[src/rtl/highway_road_controller.sv]
// highway_road_controller
//   Highway-side controller of the highway/country-road crossing. Highway
//   green is the default; the highway yields to a waiting country car once
//   the minimum green has elapsed, grants the country road with a one-cycle
//   enable_c_o pulse, and returns to green on enable_h_i. It also hosts the
//   country-road phase timer (start_c_i in, time_out_c_o out).
//
//   Highway FSM
//     state | meaning
//     HG    | highway green, minimum-green countdown, waits for a car
//     HY    | highway yellow, fixed duration
//     HR    | highway red, country road owns the crossing until enable_h_i
//
//   Country timer FSM
//     state  | meaning
//     C_IDLE | no country phase being timed
//     C_CG   | timing country green
//     C_CY   | timing country yellow
//
// Ports
//   clk          clock, rising edge
//   rst_n        asynchronous active-low reset
//   car_sensor_i level, vehicle waiting on the country road
//   enable_h_i   pulse, country road has gone red
//   start_c_i    pulse, country green started
//   hw_light_o   one-hot highway lamp {green, yellow, red}
//   enable_c_o   one-cycle grant pulse to the country controller
//   time_out_c_o one-cycle pulse, current country phase expired
module highway_road_controller #(
  parameter int GREEN_MIN      = 8,
  parameter int YELLOW_T       = 3,
  parameter int COUNTRY_GREEN  = 6,
  parameter int COUNTRY_YELLOW = 3,
  parameter int CNT_W          = 8
) (
  input  logic       clk,
  input  logic       rst_n,
  input  logic       car_sensor_i,
  input  logic       enable_h_i,
  input  logic       start_c_i,
  output logic [2:0] hw_light_o,
  output logic       enable_c_o,
  output logic       time_out_c_o
);

  localparam logic [CNT_W-1:0] GREEN_LD  = CNT_W'(GREEN_MIN - 1);
  localparam logic [CNT_W-1:0] YELLOW_LD = CNT_W'(YELLOW_T - 1);
  localparam logic [CNT_W-1:0] CG_LD     = CNT_W'(COUNTRY_GREEN - 1);
  localparam logic [CNT_W-1:0] CY_LD     = CNT_W'(COUNTRY_YELLOW - 1);

  typedef enum logic [1:0] {
    HG = 2'b00,
    HY = 2'b01,
    HR = 2'b10
  } hw_state_e;

  typedef enum logic [1:0] {
    C_IDLE = 2'b00,
    C_CG   = 2'b01,
    C_CY   = 2'b10
  } c_state_e;

  hw_state_e        hw_state_q, hw_state_d;
  logic [CNT_W-1:0] hw_cnt_q, hw_cnt_d;
  logic             enable_c_q, enable_c_d;

  c_state_e         c_state_q, c_state_d;
  logic [CNT_W-1:0] c_cnt_q, c_cnt_d;

  // ---------------- highway FSM ----------------
  always_ff @(posedge clk or negedge rst_n) begin
    if (!rst_n) begin
      hw_state_q <= HG;
      hw_cnt_q   <= GREEN_LD;
      enable_c_q <= 1'b0;
    end else begin
      hw_state_q <= hw_state_d;
      hw_cnt_q   <= hw_cnt_d;
      enable_c_q <= enable_c_d;
    end
  end

  always_comb begin
    hw_state_d = hw_state_q;
    hw_cnt_d   = hw_cnt_q;
    enable_c_d = 1'b0;
    unique case (hw_state_q)
      HG: begin
        if (hw_cnt_q == '0) begin
          // Counter saturates at zero; a car arriving later switches at once.
          if (car_sensor_i) begin
            hw_state_d = HY;
            hw_cnt_d   = YELLOW_LD;
          end
        end else begin
          hw_cnt_d = hw_cnt_q - 1'b1;
        end
      end
      HY: begin
        if (hw_cnt_q == '0) begin
          hw_state_d = HR;
          // Grant is registered so it is high exactly in the first HR cycle.
          enable_c_d = 1'b1;
        end else begin
          hw_cnt_d = hw_cnt_q - 1'b1;
        end
      end
      HR: begin
        if (enable_h_i) begin
          hw_state_d = HG;
          hw_cnt_d   = GREEN_LD;
        end
      end
      default: begin
        hw_state_d = HG;
        hw_cnt_d   = GREEN_LD;
      end
    endcase
  end

  always_comb begin
    hw_light_o = 3'b100;
    unique case (hw_state_q)
      HG:      hw_light_o = 3'b100;
      HY:      hw_light_o = 3'b010;
      HR:      hw_light_o = 3'b001;
      default: hw_light_o = 3'b100;
    endcase
  end

  assign enable_c_o = enable_c_q;

  // ---------------- country phase timer ----------------
  always_ff @(posedge clk or negedge rst_n) begin
    if (!rst_n) begin
      c_state_q <= C_IDLE;
      c_cnt_q   <= '0;
    end else begin
      c_state_q <= c_state_d;
      c_cnt_q   <= c_cnt_d;
    end
  end

  always_comb begin
    c_state_d = c_state_q;
    c_cnt_d   = c_cnt_q;
    unique case (c_state_q)
      C_IDLE: begin
        if (start_c_i) begin
          c_state_d = C_CG;
          c_cnt_d   = CG_LD;
        end
      end
      C_CG: begin
        if (c_cnt_q == '0) begin
          c_state_d = C_CY;
          c_cnt_d   = CY_LD;
        end else begin
          c_cnt_d = c_cnt_q - 1'b1;
        end
      end
      C_CY: begin
        if (c_cnt_q == '0) begin
          c_state_d = C_IDLE;
        end else begin
          c_cnt_d = c_cnt_q - 1'b1;
        end
      end
      default: begin
        c_state_d = C_IDLE;
        c_cnt_d   = '0;
      end
    endcase
  end

  assign time_out_c_o = ((c_state_q == C_CG) || (c_state_q == C_CY)) && (c_cnt_q == '0);

endmodule
[config.mk]
export PLATFORM = sky130hd
export DESIGN_NAME = highway_road_controller
export DESIGN_NICKNAME = d
export VERILOG_FILES = /design/src/rtl/highway_road_controller.sv
export SDC_FILE = /design/constraint.sdc
export NUM_CORES = 1
export LEC_CHECK = 0
export ABC_AREA = 1
export CORE_MARGIN = 1.5
export CORE_UTILIZATION = 40
export CTS_BUF_LIST = sky130_fd_sc_hd__clkbuf_8 sky130_fd_sc_hd__clkbuf_16
export DETAILED_ROUTE_END_ITERATION = 10
export PLACE_DENSITY = 0.69
export SLEW_MARGIN = 15
export SYNTH_ARGS = -nofsm -noshare
export SYNTH_HDL_FRONTEND = slang
export SYNTH_SLANG_ARGS = --single-unit
[constraint.sdc]
create_clock -name clk -period 3 [get_ports clk]
set_clock_uncertainty 0.15 [all_clocks]
set_input_delay 0.3 -clock clk [delete_from_list [all_inputs] [get_ports clk]]
set_output_delay 0.3 -clock clk [all_outputs]
set_load 0.05 [all_outputs]
# Word-level counts from Yosys, hierarchy flattened
# Cells that the tools add are included.
# W data, S select, Z words.
totals:
  ram_bits: 0
  mem_bits_ro: 0
  inputBits: 5
  latchBits: 0
  ff_bits: 21
  elab_cells: 52
  mem_count: 0
classes:
  multipliers: 0
  n_eq_ne: 14
  order_cmp: 0
  bitwise_logic: 0
  mux: 21
  n_reduce_logical: 10
  shift: 0
  n_addsub: 2
  div_mod_pow: 0
op_table:
  columns: ["operator", "count"]
  rows:
  - ["$mux W8", 7]
  - ["$pmux W8 S3", 2]
  - ["$ne A2 B2 Y1 const B", 9]
  - ["$logic_not A8 Y1", 2]
  - ["$sub A8 B1 Y8 const B", 2]
  - ["$mux W2", 7]
  - ["$pmux W2 S3", 2]
  - ["$pmux W3 S2", 1]
  - ["$reduce_and A3 Y1", 2]
  - ["$eq A2 B1 Y1 const B", 2]
  - ["$eq A2 B2 Y1 const B", 2]
  - ["$logic_not A2 Y1", 2]
  - ["$reduce_and A4 Y1", 1]
  - ["$ne A3 B3 Y1 const B", 1]
  - ["$mux W1", 2]
  - ["$reduce_and A2 Y1", 1]
  - ["$logic_and A1 B1 Y1", 1]
  - ["$logic_or A1 B1 Y1", 1]

# Logic depth before layout (Yosys ltp)
logic_depth:
  ltp_word: 3
  ltp_mapped: 11
  mapped_depth_nobuf: 10

# Least setup slack after synthesis
# No wires, ideal clock.
synth_timing:
  path_kind: "register -> output"
  from: "register c_cnt_q[0]"
  to: "output time_out_c_o"
  t_arrival_ns: 1.887
  t_required_ns: 2.550
  stages_incl_launch_ff: 5
  setup_slack_ns: 0.663
  path_cell_list: "dfrtp_1 > inv_1 > ha_1 > nand3_1 > nor3b_1"
synth_via:
  elab_chain_cells: 2
synth_lines:
  columns: ["element", "line_no", "source"]
  rows:
  - ["start: declaration", "68", "logic [CNT_W-1:0] c_cnt_q, c_cnt_d;"]
  - ["start signal: assignment", "140", "c_cnt_q <= c_cnt_d;"]
  - ["$logic_not A8 Y1", "176", "assign time_out_c_o = ((c_state_q == C_CG) || (c_state_q == C_CY)) && (c_cnt_q == '0);"]
  - ["$logic_and A1 B1 Y1", "176", null]
  - ["end: declaration", "43", "output logic time_out_c_o"]
# Every way passes these cells.

# Worst setup path in the final report
# Same ends and word-level chain as after synthesis.

==> impl_metrics.toml <==
[outcome]
status = "finished, final reports clean"

[die]
die_y_um = 64.9
rows = 22
pin_count = 10
die_area_sq_um = 4210
die_w_um = 64.9
core_area_sq_um = 3660
start_util = 0.418

[drt]
wl_mm = 2.77
drt-pass1-iter-count = 4
vias = 1302
drt_iter0_drc = 56
wire_per_inst_um = 9.89
viasPerCell = 4.65
antenna_left = 0
drcViolationCount = 0

[worst_setup_path]
path_max_fanout = 4
r2r_start = "c_state_q[0]$_DFFE_PN0P_"
critPathCaptureType = "output pin"
rr_worst_depth = 9
cp-startpoint = "c_cnt_q[0]$_DFFE_PN0P_"
reg2reg_slack_ps = 1180
slowest_stage = "clkdlybuf4s50_1"
crit_path_end = "time_out_c_o"
worst_path_largest_cell_delay_ps = 830
crit_required_ps = 2550
cp.arrival_ps = 2080
crit_path_start_kind = "register"
crit_chain = "inv_1 > ha_1 > nand3_1 > nor3b_1 > clkdlybuf4s50_1"
r2r-end = "c_cnt_q[7]$_DFFE_PN0P_"
crit_type = "reg2out"

[synth]
synth_nets = 238
synthesis.area_sq_um = 1530
ys_warn_count = 0
synth_top_area_frac = 0.294
syn_avg_cell_area_sq_um = 6.93
yosysSeqAreaShare = 0.346
ys_seq_elements = 21
netlist_instances = 221
ys_top_cells_by_area = "dfrtp_1, nand2_1, inv_1, ha_1, nand3_1"
synth_largest_area_cell = "dfrtp_1"
synth.distinct_cells = 25

[cts]
numClockSinks = 21
insertion_delay_ps = 260
ctsResizeCount = 0
cts_hold_buf = 0
h-tree-depth = 1
root_buffer = "clkbuf_8"
numCtsBuffers = 3
postCtsSetupRepairBufs = 0
path_clk_slew_ps = 80
cts_tree = "built"
clk_path_buf_depth = 2

[final_layout]
diodes = 0
multi_input_comb_area_sq_um = 803
nFillCells = 370
ff_latch_area_sq_um = 529
syn2layout_area_growth_pct = 11.8
fin_util = 0.468
layout.nets = 250
drive_gt1_frac = 0.116

[sta]
final-hold-violation-count = 0
slew_headroom = 0.424
maxSlewViolCount = 0
setup_violations = 0
worst_slew_pin_slew_ps = 862
finalSetupTns_ps = 0
grt_setup_unrepaired = "no"
period_needed_ps = 2530
max_freq_mhz = 396
fin_crit_sh = 0.843

[power]
ir_drop_mv = 0.189
p_leak_uw = 0.000906
power.density_nw_per_um2 = 666

[worst_hold_path]
hold_class = "reg2reg"

[flow_run]
cap_violations = 0

[global_routing]
grt_pass1_vias = 1139
grt_overflow = 0
antenna_found_initial = 0
grt_pass1_wl_mm = 4.73
grt_usage = 0.144
grt_max_degree = 20

[placed_design]
hpwl_mm = 2.16
routabilityCongestion = 0.827
portBuffers = 9
==> critical path, delay by kind of cell, from the launching register on <==
family / cells / cell delay (ps)
fa+ha+maj: 1 / 170
buf+inv: 2 / 940
simple gates: 2 / 320
flops: 1 / 390
==> sequential cells by signal, summed over array words and instances (netlist names) <==
name	cells
hw_state_q	2
c_state_q	2
c_cnt_q	8
enable_c_o	1
hw_cnt_q	8
==> cells in the final DEF, fill, tap and decap left out <==
cell / count
o21ai_1: 1
or2_1: 1
o21ai_0: 9
nand3_4: 1
nand2_2: 4
nand4_1: 8
nand2_4: 1
dfrtp_1: 18
o21a_1: 1
buf_4: 1
nor3_1: 1
nor2_4: 1
clkbuf_8: 3
nand3_1: 21
a31oi_1: 1
dfstp_2: 3
clkdlybuf4s50_1: 9
nor2_2: 8
a21oi_1: 3
nor2_1: 19
inv_2: 5
nand2_1: 57
inv_1: 43
nor3b_1: 1
ha_1: 12
==> stage by stage <==
stage	hold WS [ps]	instance area [sq um]	total power [uW]	instances	setup slack [ps]
after floorplan	-146	1530	846	221	663
after global placement	317	1670	957	276	798
after detailed placement	320	1670	966	276	768
after CTS	341	1710	1150	280	464
after global routing	361	1710	1270	280	305
final	335	1710	1140	280	472
==> area by class of cell <==
cell class | count | share of cell area
multi-input cells | 150 | 0.469
flip-flops and latches | 21 | 0.309
inverters | 47 | 0.103
repair buffers | 10 | 0.0570
well taps | 48 | 0.0351
clock buffers | 3 | 0.0241
clock inverters | 1 | 0.00219
==> layer usage <==
layer  wire length (um)  track usage
met5                  0            0
met4                 46       0.0559
met3                 75       0.0156
met2               1300        0.253
met1               1340        0.182
==> cells by family after synthesis <==
group | Yosys count | share of synthesized area
AND/OR/NAND/NOR | 123 | 0.375
buffers and inverters | 50 | 0.130
flip-flops | 21 | 0.346
AO/OA/AOI/OAI | 15 | 0.0515
adder cells (fa/ha/maj) | 12 | 0.0980
==> power breakdown <==
part           switching, uW  total [uW]  internal [uW]
sequential              46.7         388            342
clock                   91.5         183           91.2
combinational            375         569            194
total                    513        1140            627
==> worst min path at each step <==
stage                                         end  slack [ps]                    start  cells past startpoint
after floorplan            c_cnt_q[0]$_DFFE_PN0P_        -150                    rst_n                      0
after global placement     c_cnt_q[1]$_DFFE_PN0P_         320   c_cnt_q[1]$_DFFE_PN0P_                      2
after detailed placement   c_cnt_q[0]$_DFFE_PN0P_         320   c_cnt_q[0]$_DFFE_PN0P_                      2
after CTS                  c_cnt_q[0]$_DFFE_PN0P_         340   c_cnt_q[0]$_DFFE_PN0P_                      2
after global routing      hw_cnt_q[0]$_DFFE_PN1P_         360  hw_cnt_q[0]$_DFFE_PN1P_                      2
final                      c_cnt_q[1]$_DFFE_PN0P_         340   c_cnt_q[1]$_DFFE_PN0P_                      2
==> cell usage after synthesis <==
cell,count
inv_2,5
nor2_1,19
nand3_4,1
inv_1,42
o21a_1,1
buf_1,1
a21oi_1,3
nor2_2,8
nor3_1,1
dfrtp_1,18
or2_1,1
buf_4,1
nand2_4,1
a31oi_1,1
o21ai_0,9
nor3b_1,1
dfstp_2,3
nand2_2,4
nand4_1,8
o21ai_1,1
nand2_1,57
buf_6,1
nand3_1,21
nor2_4,1
ha_1,12
No activity file was read; power rests on OpenSTA's default activity.
